==> src/rtl/spi_temp_reader_if.sv <==
// rtl/spi_temp_reader_if.sv - request/sample handshake and SPI pins of the temperature reader
interface spi_temp_reader_if;
  logic        start;
  logic        spi_miso;
  logic        spi_sclk;
  logic        spi_cs_n;
  logic        busy;
  logic        temp_valid;
  logic [12:0] temp_data;
  logic        sensor_fault;

  modport master (
    input  start, spi_miso,
    output spi_sclk, spi_cs_n, busy, temp_valid, temp_data, sensor_fault
  );

  modport slave (
    output start, spi_miso,
    input  spi_sclk, spi_cs_n, busy, temp_valid, temp_data, sensor_fault
  );
endinterface

==> src/rtl/spi_temp_reader.sv <==
// rtl/spi_temp_reader.sv - SPI mode-0 master reading one 16-bit temperature frame per request
// Optional periodic auto-trigger is enabled by defining SAMPLE_TIMER_EN.
module spi_temp_reader #(
  parameter int CLK_DIV = 5,
  parameter int CS_GAP  = 2
`ifdef SAMPLE_TIMER_EN
  ,
  parameter int SAMPLE_PERIOD = 10_000_000
`endif
) (
  input logic clk,
  input logic rst,
  spi_temp_reader_if.master bus
);

  localparam int CNT_MAX = (CLK_DIV > CS_GAP) ? CLK_DIV : CS_GAP;
  localparam int CW      = $clog2(CNT_MAX + 1);

  typedef enum logic [1:0] {IDLE, SETUP, SHIFT, HOLD} state_t;

  state_t        state, state_n;
  logic [CW-1:0] cnt, cnt_n;
  logic [3:0]    bit_idx, bit_idx_n;
  logic          sclk_q, sclk_n;
  logic          cs_n_q, cs_n_n;
  logic          busy_q, busy_n;
  logic          valid_q, valid_n;
  logic [15:0]   shreg, shreg_n;
  logic [12:0]   data_q, data_n;
  logic          fault_q, fault_n;
  logic          start_eff;

`ifdef SAMPLE_TIMER_EN
  localparam int TW = $clog2(SAMPLE_PERIOD);
  logic [TW-1:0] tmr;
  logic          tick;

  assign tick      = (tmr == TW'(SAMPLE_PERIOD - 1));
  assign start_eff = bus.start | tick;

  always_ff @(posedge clk) begin
    if (rst) tmr <= '0;
    else     tmr <= tick ? '0 : tmr + TW'(1);
  end
`else
  assign start_eff = bus.start;
`endif

  always_ff @(posedge clk) begin
    if (rst) begin
      state   <= IDLE;
      cnt     <= '0;
      bit_idx <= '0;
      sclk_q  <= 1'b0;
      cs_n_q  <= 1'b1;
      busy_q  <= 1'b0;
      valid_q <= 1'b0;
      shreg   <= '0;
      data_q  <= '0;
      fault_q <= 1'b0;
    end else begin
      state   <= state_n;
      cnt     <= cnt_n;
      bit_idx <= bit_idx_n;
      sclk_q  <= sclk_n;
      cs_n_q  <= cs_n_n;
      busy_q  <= busy_n;
      valid_q <= valid_n;
      shreg   <= shreg_n;
      data_q  <= data_n;
      fault_q <= fault_n;
    end
  end

  always_comb begin
    state_n   = state;
    cnt_n     = cnt;
    bit_idx_n = bit_idx;
    sclk_n    = sclk_q;
    cs_n_n    = cs_n_q;
    busy_n    = busy_q;
    valid_n   = 1'b0;
    shreg_n   = shreg;
    data_n    = data_q;
    fault_n   = fault_q;
    case (state)
      IDLE: begin
        // The cycle carrying the valid pulse never accepts a request.
        if (start_eff && !valid_q) begin
          state_n = SETUP;
          cs_n_n  = 1'b0;
          busy_n  = 1'b1;
          cnt_n   = '0;
        end
      end
      SETUP: begin
        if (cnt == CW'(CS_GAP - 1)) begin
          state_n   = SHIFT;
          cnt_n     = '0;
          bit_idx_n = '0;
        end else begin
          cnt_n = cnt + CW'(1);
        end
      end
      SHIFT: begin
        if (cnt == CW'(CLK_DIV - 1)) begin
          cnt_n = '0;
          if (!sclk_q) begin
            // Sample on the edge that raises sclk; miso has been stable a full half-period.
            sclk_n  = 1'b1;
            shreg_n = {shreg[14:0], bus.spi_miso};
          end else begin
            sclk_n = 1'b0;
            if (bit_idx == 4'd15) state_n = HOLD;
            else                  bit_idx_n = bit_idx + 4'd1;
          end
        end else begin
          cnt_n = cnt + CW'(1);
        end
      end
      HOLD: begin
        if (cnt == CW'(CS_GAP - 1)) begin
          state_n = IDLE;
          cnt_n   = '0;
          cs_n_n  = 1'b1;
          busy_n  = 1'b0;
          valid_n = 1'b1;
          if (shreg == 16'hFFFF || shreg == 16'h0000) begin
            fault_n = 1'b1;
          end else begin
            fault_n = 1'b0;
            data_n  = shreg[15:3];
          end
        end else begin
          cnt_n = cnt + CW'(1);
        end
      end
      default: state_n = IDLE;
    endcase
  end

  assign bus.spi_sclk     = sclk_q;
  assign bus.spi_cs_n     = cs_n_q;
  assign bus.busy         = busy_q;
  assign bus.temp_valid   = valid_q;
  assign bus.temp_data    = data_q;
  assign bus.sensor_fault = fault_q;

endmodule

==> src/flat_wrapper.sv <==
// flat-port wrapper written by rule: the top's interface ports become plain ports
module spi_temp_reader_flat 
#(
  parameter int CLK_DIV = 5,
  parameter int CS_GAP  = 2

)
  (clk, rst, bus_start, bus_spi_miso, bus_spi_sclk, bus_spi_cs_n, bus_busy, bus_temp_valid, bus_temp_data, bus_sensor_fault);
  spi_temp_reader_if bus_i ();
  input logic clk;
  input logic rst;
  input wire logic [$bits(bus_i.start)-1:0] bus_start;
  input wire logic [$bits(bus_i.spi_miso)-1:0] bus_spi_miso;
  output wire logic [$bits(bus_i.spi_sclk)-1:0] bus_spi_sclk;
  output wire logic [$bits(bus_i.spi_cs_n)-1:0] bus_spi_cs_n;
  output wire logic [$bits(bus_i.busy)-1:0] bus_busy;
  output wire logic [$bits(bus_i.temp_valid)-1:0] bus_temp_valid;
  output wire logic [$bits(bus_i.temp_data)-1:0] bus_temp_data;
  output wire logic [$bits(bus_i.sensor_fault)-1:0] bus_sensor_fault;
  assign bus_i.start = bus_start;
  assign bus_i.spi_miso = bus_spi_miso;
  assign bus_spi_sclk = bus_i.spi_sclk;
  assign bus_spi_cs_n = bus_i.spi_cs_n;
  assign bus_busy = bus_i.busy;
  assign bus_temp_valid = bus_i.temp_valid;
  assign bus_temp_data = bus_i.temp_data;
  assign bus_sensor_fault = bus_i.sensor_fault;
  spi_temp_reader #(.CLK_DIV(CLK_DIV), .CS_GAP(CS_GAP)) u_core (.clk(clk), .rst(rst), .bus(bus_i));
endmodule
==> config.mk <==
export PLATFORM = sky130hd
export DESIGN_NAME = spi_temp_reader_flat
export DESIGN_NICKNAME = d
export VERILOG_FILES = /design/src/rtl/spi_temp_reader_if.sv /design/src/rtl/spi_temp_reader.sv /design/src/flat_wrapper.sv
export SDC_FILE = /design/constraint.sdc
export NUM_CORES = 1
export LEC_CHECK = 0
export ABC_AREA = 1
export BUFFER_PORTS_ARGS = -buffer_cell sky130_fd_sc_hd__buf_2
export CAP_MARGIN = 20
export CORE_UTILIZATION = 35
export DETAILED_ROUTE_END_ITERATION = 6
export HOLD_SLACK_MARGIN = 0.08
export PLACE_DENSITY = 0.51
export SYNTH_ARGS = -nofsm -noshare
export SYNTH_HDL_FRONTEND = slang
export SYNTH_SLANG_ARGS = --single-unit
==> constraint.sdc <==
create_clock -name clk -period 3.5 [get_ports clk]
set_clock_uncertainty 0.1 [all_clocks]
set_input_delay 0.7 -clock clk [delete_from_list [all_inputs] [get_ports clk]]
set_output_delay 0.7 -clock clk [all_outputs]
set_load 0.02 [all_outputs]
======== Yosys cells after proc, flatten, opt, wreduce, memory -nomap -nowiden ========
Cells that the tools add are included.
storage, ports and cells
  word-level logic and storage cells ...... 70
  bits of input ports ..................... 4
  flip-flop bits (word level) ............. 43
cells by class
  add/sub/neg operators ................... 2
  bitwise gates (word level) .............. 3
  equality and inequality tests ........... 14
  multiplexer cells ....................... 25
  reduce and logical (&&, ||, !) cells .... 16
operators by type and width
  operator                                                         number
  16-bit == test, second input constant                            1
  16-bit logical NOT                                               1
  4-bit two-way mux                                                4
  2-bit two-way mux                                                6
  2-bit by 1-bit != test with 1-bit output, second input constant  6
  3-bit two-way mux                                                3
  3-bit one-hot mux with 3 select lines                            1
  3-bit AND reduction                                              3
  2-bit one-hot mux with 4 select lines                            1
  4-bit one-hot mux with 2 select lines                            1
  1-bit two-way mux                                                7
  6-bit AND reduction                                              1
  5-bit AND reduction                                              1
  4-bit by 1-bit adder with 4-bit output, second input constant    1
  2-bit == test, second input constant                             2
  4-bit == test, second input constant                             1
  1-bit one-hot mux with 2 select lines                            2
  2-bit AND reduction                                              2
  2-bit nonzero test                                               2
  2-bit OR reduction                                               2
  3-bit by 1-bit adder with 3-bit output, second input constant    1
  3-bit by 1-bit == test with 1-bit output, second input constant  1
  3-bit == test, second input constant                             1
  1-bit inverter                                                   3
  other kinds (6)                                                  6

======== Depth between registers and ports, before layout ========
  depth after elaboration ................. 5
  depth in mapped cells ................... 10

======== Least setup slack after synthesis ========
OpenSTA, ideal clock, no wires.
  kind .................................... flip-flop to flip-flop
  from .................................... reg u_core.state[0]
  to ...................................... reg u_core.shreg[4]
  required time ........................... 3.281 ns
  data arrival time ....................... 1.380 ns
  stages on the path, launching flop included .. 7
  setup slack ............................. 1.901 ns
  path through ............................ dfxtp_1 inv_1 ha_1 inv_2 nor3_4 buf_4 a21oi_1
between the ends
  word-level cells in the longest chain between the ends .. 2
ends and longest elaborated chain
  item                                  line                   RTL
  start, declared                       spi_temp_reader.sv:21  state_t state, state_n;
  start signal, assigned                spi_temp_reader.sv:62  state <= state_n;
  2-bit == test                         spi_temp_reader.sv:86  case (state)
  3-bit AND reduction (no source line)  -
  end signal, assigned                  spi_temp_reader.sv:69  shreg <= shreg_n;
  end, declared                         spi_temp_reader.sv:28  logic [15:0] shreg, shreg_n;
Every way passes these cells.
A chain may end at the register's enable or synchronous reset.

======== Final worst setup path ========
  from .................................... reg u_core.cnt[1]
  to ...................................... reg u_core.fault_q, in the netlist u_core.bus.sensor_fault
between the ends
  word-level cells in the longest chain between the ends .. 2
ends and longest elaborated chain
  item                                      line                    RTL
  start, declared                           spi_temp_reader.sv:22   logic [CW-1:0] cnt, cnt_n;
  start signal, assigned                    spi_temp_reader.sv:63   cnt <= cnt_n;
  3-bit by 1-bit == test with 1-bit output  spi_temp_reader.sv:122  if (cnt == CW'(CS_GAP - 1)) begin
  2-bit AND reduction (no source line)      -
  end signal, assigned                      spi_temp_reader.sv:71   fault_q <= fault_n;
  end, declared                             spi_temp_reader.sv:30   logic fault_q, fault_n;
Every way passes these cells.

==> results.py <==
metrics = {
    "outcome": {
        "run_status": "finished clean",
    },
    "die": {
        "initial_core_util_pct": 37.1,
        "floorplan.die.height_um": 79.4,
        "fp.coreArea_um2": 5640,
        "pin_count": 22,
        "width_of_the_die_um": 79.4,
        "area_of_the_die_um2": 6300,
        "rows": 27,
    },
    "drt": {
        "first_drt_iteration_drcs": 98,
        "met3_routed_wirelength_um": 115,
        "detailroute.wirelength.met2_um": 1890,
        "topRoutingLayerUsed": "met4",
        "wirelength_met1_um": 2390,
        "routed_wirelength_um": 4460,
        "wire_length_per_cell_after_detailed_routing_um": 11.4,
        "tritonroute_pass_1_iters": 4,
        "detail_route.drc_violations": 0,
        "route.antenna.remaining_nets": 0,
        "route.vias.total": 1797,
        "vias_per_cell": 4.58,
    },
    "setup_path": {
        "worst_setup_path_start_kind": "flip-flop",
        "worstPathBufferInverterCount": 2,
        "worst-setup-path-type": "reg -> reg",
        "critPathArrivalTime_ns": 2.13,
        "critical_path.max_stage_delay_ns": 0.47,
        "path_max_fanout": 16,
        "crit-reg2reg-launch": "u_core.cnt[1]",
        "crit_path_top_delay_cell": "sky130_fd_sc_hd__nand3_1",
        "crit_start": "u_core.cnt[1]",
        "crit_path_end_kind": "flip-flop",
        "worstPathCellList": "inv_1 > ha_1 > nand2_1 > nor2_4 > nand3_1 > o211ai_1 > inv_1",
        "cp_top_family": "simple AND/OR/NAND/NOR gates",
        "path_common_cell": "sky130_fd_sc_hd__inv_1",
        "cp_data_required_time_ns": 3.60,
    },
    "power": {
        "static-leakage-power_nw": 1.04,
        "p_per_area_nw_per_um2": 492,
        "max-vdd-ir-drop_v": 0.000177,
    },
    "clock_tree": {
        "numClockSinks": 43,
        "tritoncts": "yes",
        "path_clk_slew_ns": 0.09,
        "insertion_delay_ns": 0.29,
        "clock_tree.htree_level_count": 2,
        "cts.path.max_buffers": 2,
        "postCtsSetupBuffers": 0,
        "root_buffer": "sky130_fd_sc_hd__clkbuf_8",
        "ctsHoldBuffers": 0,
        "cts-buffers-inserted": 5,
        "cts.repair.resized": 0,
    },
    "logic_synthesis": {
        "post_synth_main_area_contributors": "sky130_fd_sc_hd__dfxtp_1 41%, sky130_fd_sc_hd__nand2_1 10%, sky130_fd_sc_hd__inv_1 9.7%",
        "synthesized_netlist_net_count": 312,
        "synth_largest_area_cell": "sky130_fd_sc_hd__dfxtp_1",
        "syn-instance-count": 298,
        "synthDistinctLibCells": 25,
        "synthMostInstantiatedCell": "sky130_fd_sc_hd__nand2_1",
        "async_flop_share_pct": 0,
        "synth-main-ff-cell": "sky130_fd_sc_hd__dfxtp_1",
        "synth_enable_flop_cells": 0,
        "post_syn_area_um2": 2100,
        "ys_ff_latch": 43,
        "yosys_warnings": 0,
        "post_synth.cell_area_avg_um2": 7.03,
        "post_synth_most_frequent_cells": "58 x sky130_fd_sc_hd__nand2_1, 54 x sky130_fd_sc_hd__inv_1, 43 x sky130_fd_sc_hd__dfxtp_1",
        "synth-seq-area-share_pct": 41.1,
        "synth_top_cell_area_share_pct": 41.1,
    },
    "sta": {
        "period_minus_slack_ns": 2.03,
        "finalSetupTns_ns": 0,
        "finalMaxSlewViolations": 0,
        "slew_at_the_pin_with_the_worst_max_slew_slack_ns": 0.535,
        "final_min_period_over_clock_period_pct": 58.0,
        "rsz0062_at_grt": "no",
        "setup-violations-final": 0,
        "timing.final.hold_violations": 0,
        "slew_headroom_pct": 64.3,
        "max_freq_mhz": 493,
    },
    "layout": {
        "post_route_cells_drive_above_1_share_pct": 12.5,
        "fin_nets": 333,
        "layout-area-overhead-vs-synth_pct": 11.8,
        "num_antenna_cells": 0,
        "count_of_non_filler_cells_in_the_finished_layout": 392,
    },
    "grt": {
        "grt_pass1_vias": 1718,
        "grt_pass1_wl_um": 7780,
        "global_route.overflow_total": 0,
        "grt_start_max_net_pins": 29,
        "grtUsageTotal_pct": 15.7,
        "antenna_found_initial": 0,
    },
    "placed_design": {
        "io_buffers": 21,
        "dpl.hpwl_um": 3130,
        "placed_cells_incl_taps": 384,
        "gp_congestion": 0.770,
    },
    "run": {
        "drv.max_cap_violation_count": 0,
    },
    "min_path": {
        "hold_class": "reg -> reg",
        "holdCritStartpoint": "u_core.bus.spi_cs_n",
    },
}
-- area by class of cell --
type | instances | area [µm²]
repair buffers | 23 | 120
clock inverters | 2 | 12.5
clock buffers | 6 | 72.6
well taps | 72 | 90.1
multi-input cells | 189 | 972
fillers | 615 | 3300
flip-flops and latches | 43 | 861
inverters | 57 | 214
-- through the flow --
step	total power, mW	setup WS [ns]	util [%]	hold slack (ns)	cell area [µm²]
floorplan	0.770	1.90	-	0.351	2100
global placement	0.841	1.46	40.0	0.327	2260
detailed placement	0.846	1.40	40.0	0.336	2260
CTS	1.17	1.40	41.5	0.355	2340
global route	1.24	1.14	41.5	0.405	2340
finish	1.15	1.47	41.5	0.350	2340
-- path summary, 6_finish.rpt --
| check | endpoint | slack, ns | cells past startpoint |
|---|---|---|---|
| worst max-delay path | u_core.bus.sensor_fault | 1.47 | 7 |
| worst max register to register | u_core.bus.sensor_fault | 1.47 | 7 |
| worst min-delay path | u_core.bus.spi_cs_n | 0.35 | 2 |
| worst min register to register | u_core.bus.spi_cs_n | 0.35 | 2 |
-- power by group --
part	switching, mW	internal [mW]	total, mW
combinational	0.195	0.0945	0.290
sequential	0.0244	0.521	0.545
clock	0.176	0.140	0.316
-- registers in the layout, summed over array words and instances, names as in the netlist --
name,flops
u_core.shreg,16
u_core.cnt,3
u_core.bus.temp_valid,1
u_core.bus.temp_data,13
u_core.bus.spi_sclk,1
u_core.bus.busy,1
u_core.bus.sensor_fault,1
u_core.bit_idx,4
u_core.state,2
u_core.bus.spi_cs_n,1
-- worst register-to-register path: stages, from the launching register on --
cell	delay, ns
sky130_fd_sc_hd__dfxtp_1	0.34
sky130_fd_sc_hd__inv_1	0.08
sky130_fd_sc_hd__ha_1	0.16
sky130_fd_sc_hd__nand2_1	0.16
sky130_fd_sc_hd__nor2_4	0.34
sky130_fd_sc_hd__nand3_1	0.47
sky130_fd_sc_hd__o211ai_1	0.24
sky130_fd_sc_hd__inv_1	0.05
-- cell usage in the layout, fill, tap and decap left out --
master                       synthesis  layout
sky130_fd_sc_hd__a21boi_0            1       1
sky130_fd_sc_hd__a21oi_1            20      20
sky130_fd_sc_hd__a21oi_2             5       5
sky130_fd_sc_hd__a31oi_1             1       1
sky130_fd_sc_hd__buf_2               0      21
sky130_fd_sc_hd__buf_4               2       2
sky130_fd_sc_hd__clkbuf_1            4       1
sky130_fd_sc_hd__clkbuf_8            0       5
sky130_fd_sc_hd__clkinv_1            1       1
sky130_fd_sc_hd__clkinv_2            0       1
sky130_fd_sc_hd__clkinvlp_4          0       1
sky130_fd_sc_hd__dfxtp_1            43      43
sky130_fd_sc_hd__ha_1               10      10
sky130_fd_sc_hd__inv_1              54      54
sky130_fd_sc_hd__inv_2               2       2
sky130_fd_sc_hd__nand2_1            58      58
sky130_fd_sc_hd__nand3_1             4       4
sky130_fd_sc_hd__nand4_1            17      17
sky130_fd_sc_hd__nor2_1             40      40
sky130_fd_sc_hd__nor2_4              1       1
sky130_fd_sc_hd__nor3_1              3       3
sky130_fd_sc_hd__nor3_4              1       1
sky130_fd_sc_hd__o211ai_1            2       2
sky130_fd_sc_hd__o21ai_0            19      19
sky130_fd_sc_hd__o21ai_1             5       5
sky130_fd_sc_hd__o21ai_2             1       1
sky130_fd_sc_hd__xor2_1              1       1
-- cell families after synthesis --
logic type                 synth area share [%]
AOI/OAI and AO/OA                          14.4
xor gates and xnor gates                  0.418
adders and majority gates                  5.97
buffers and inverters                      12.5
DFF                                        41.1
and+or+nand+nor                            25.6
-- per-layer routing --
| metal | track usage, % | vias up |
|---|---|---|
| met5 | 0 | - |
| met4 | 5.82 | 0 |
| met3 | 3.54 | 6 |
| met2 | 24.1 | 17 |
| met1 | 21.4 | 795 |
| li1 | - | 979 |
No activity file was read; power rests on OpenSTA's default activity.
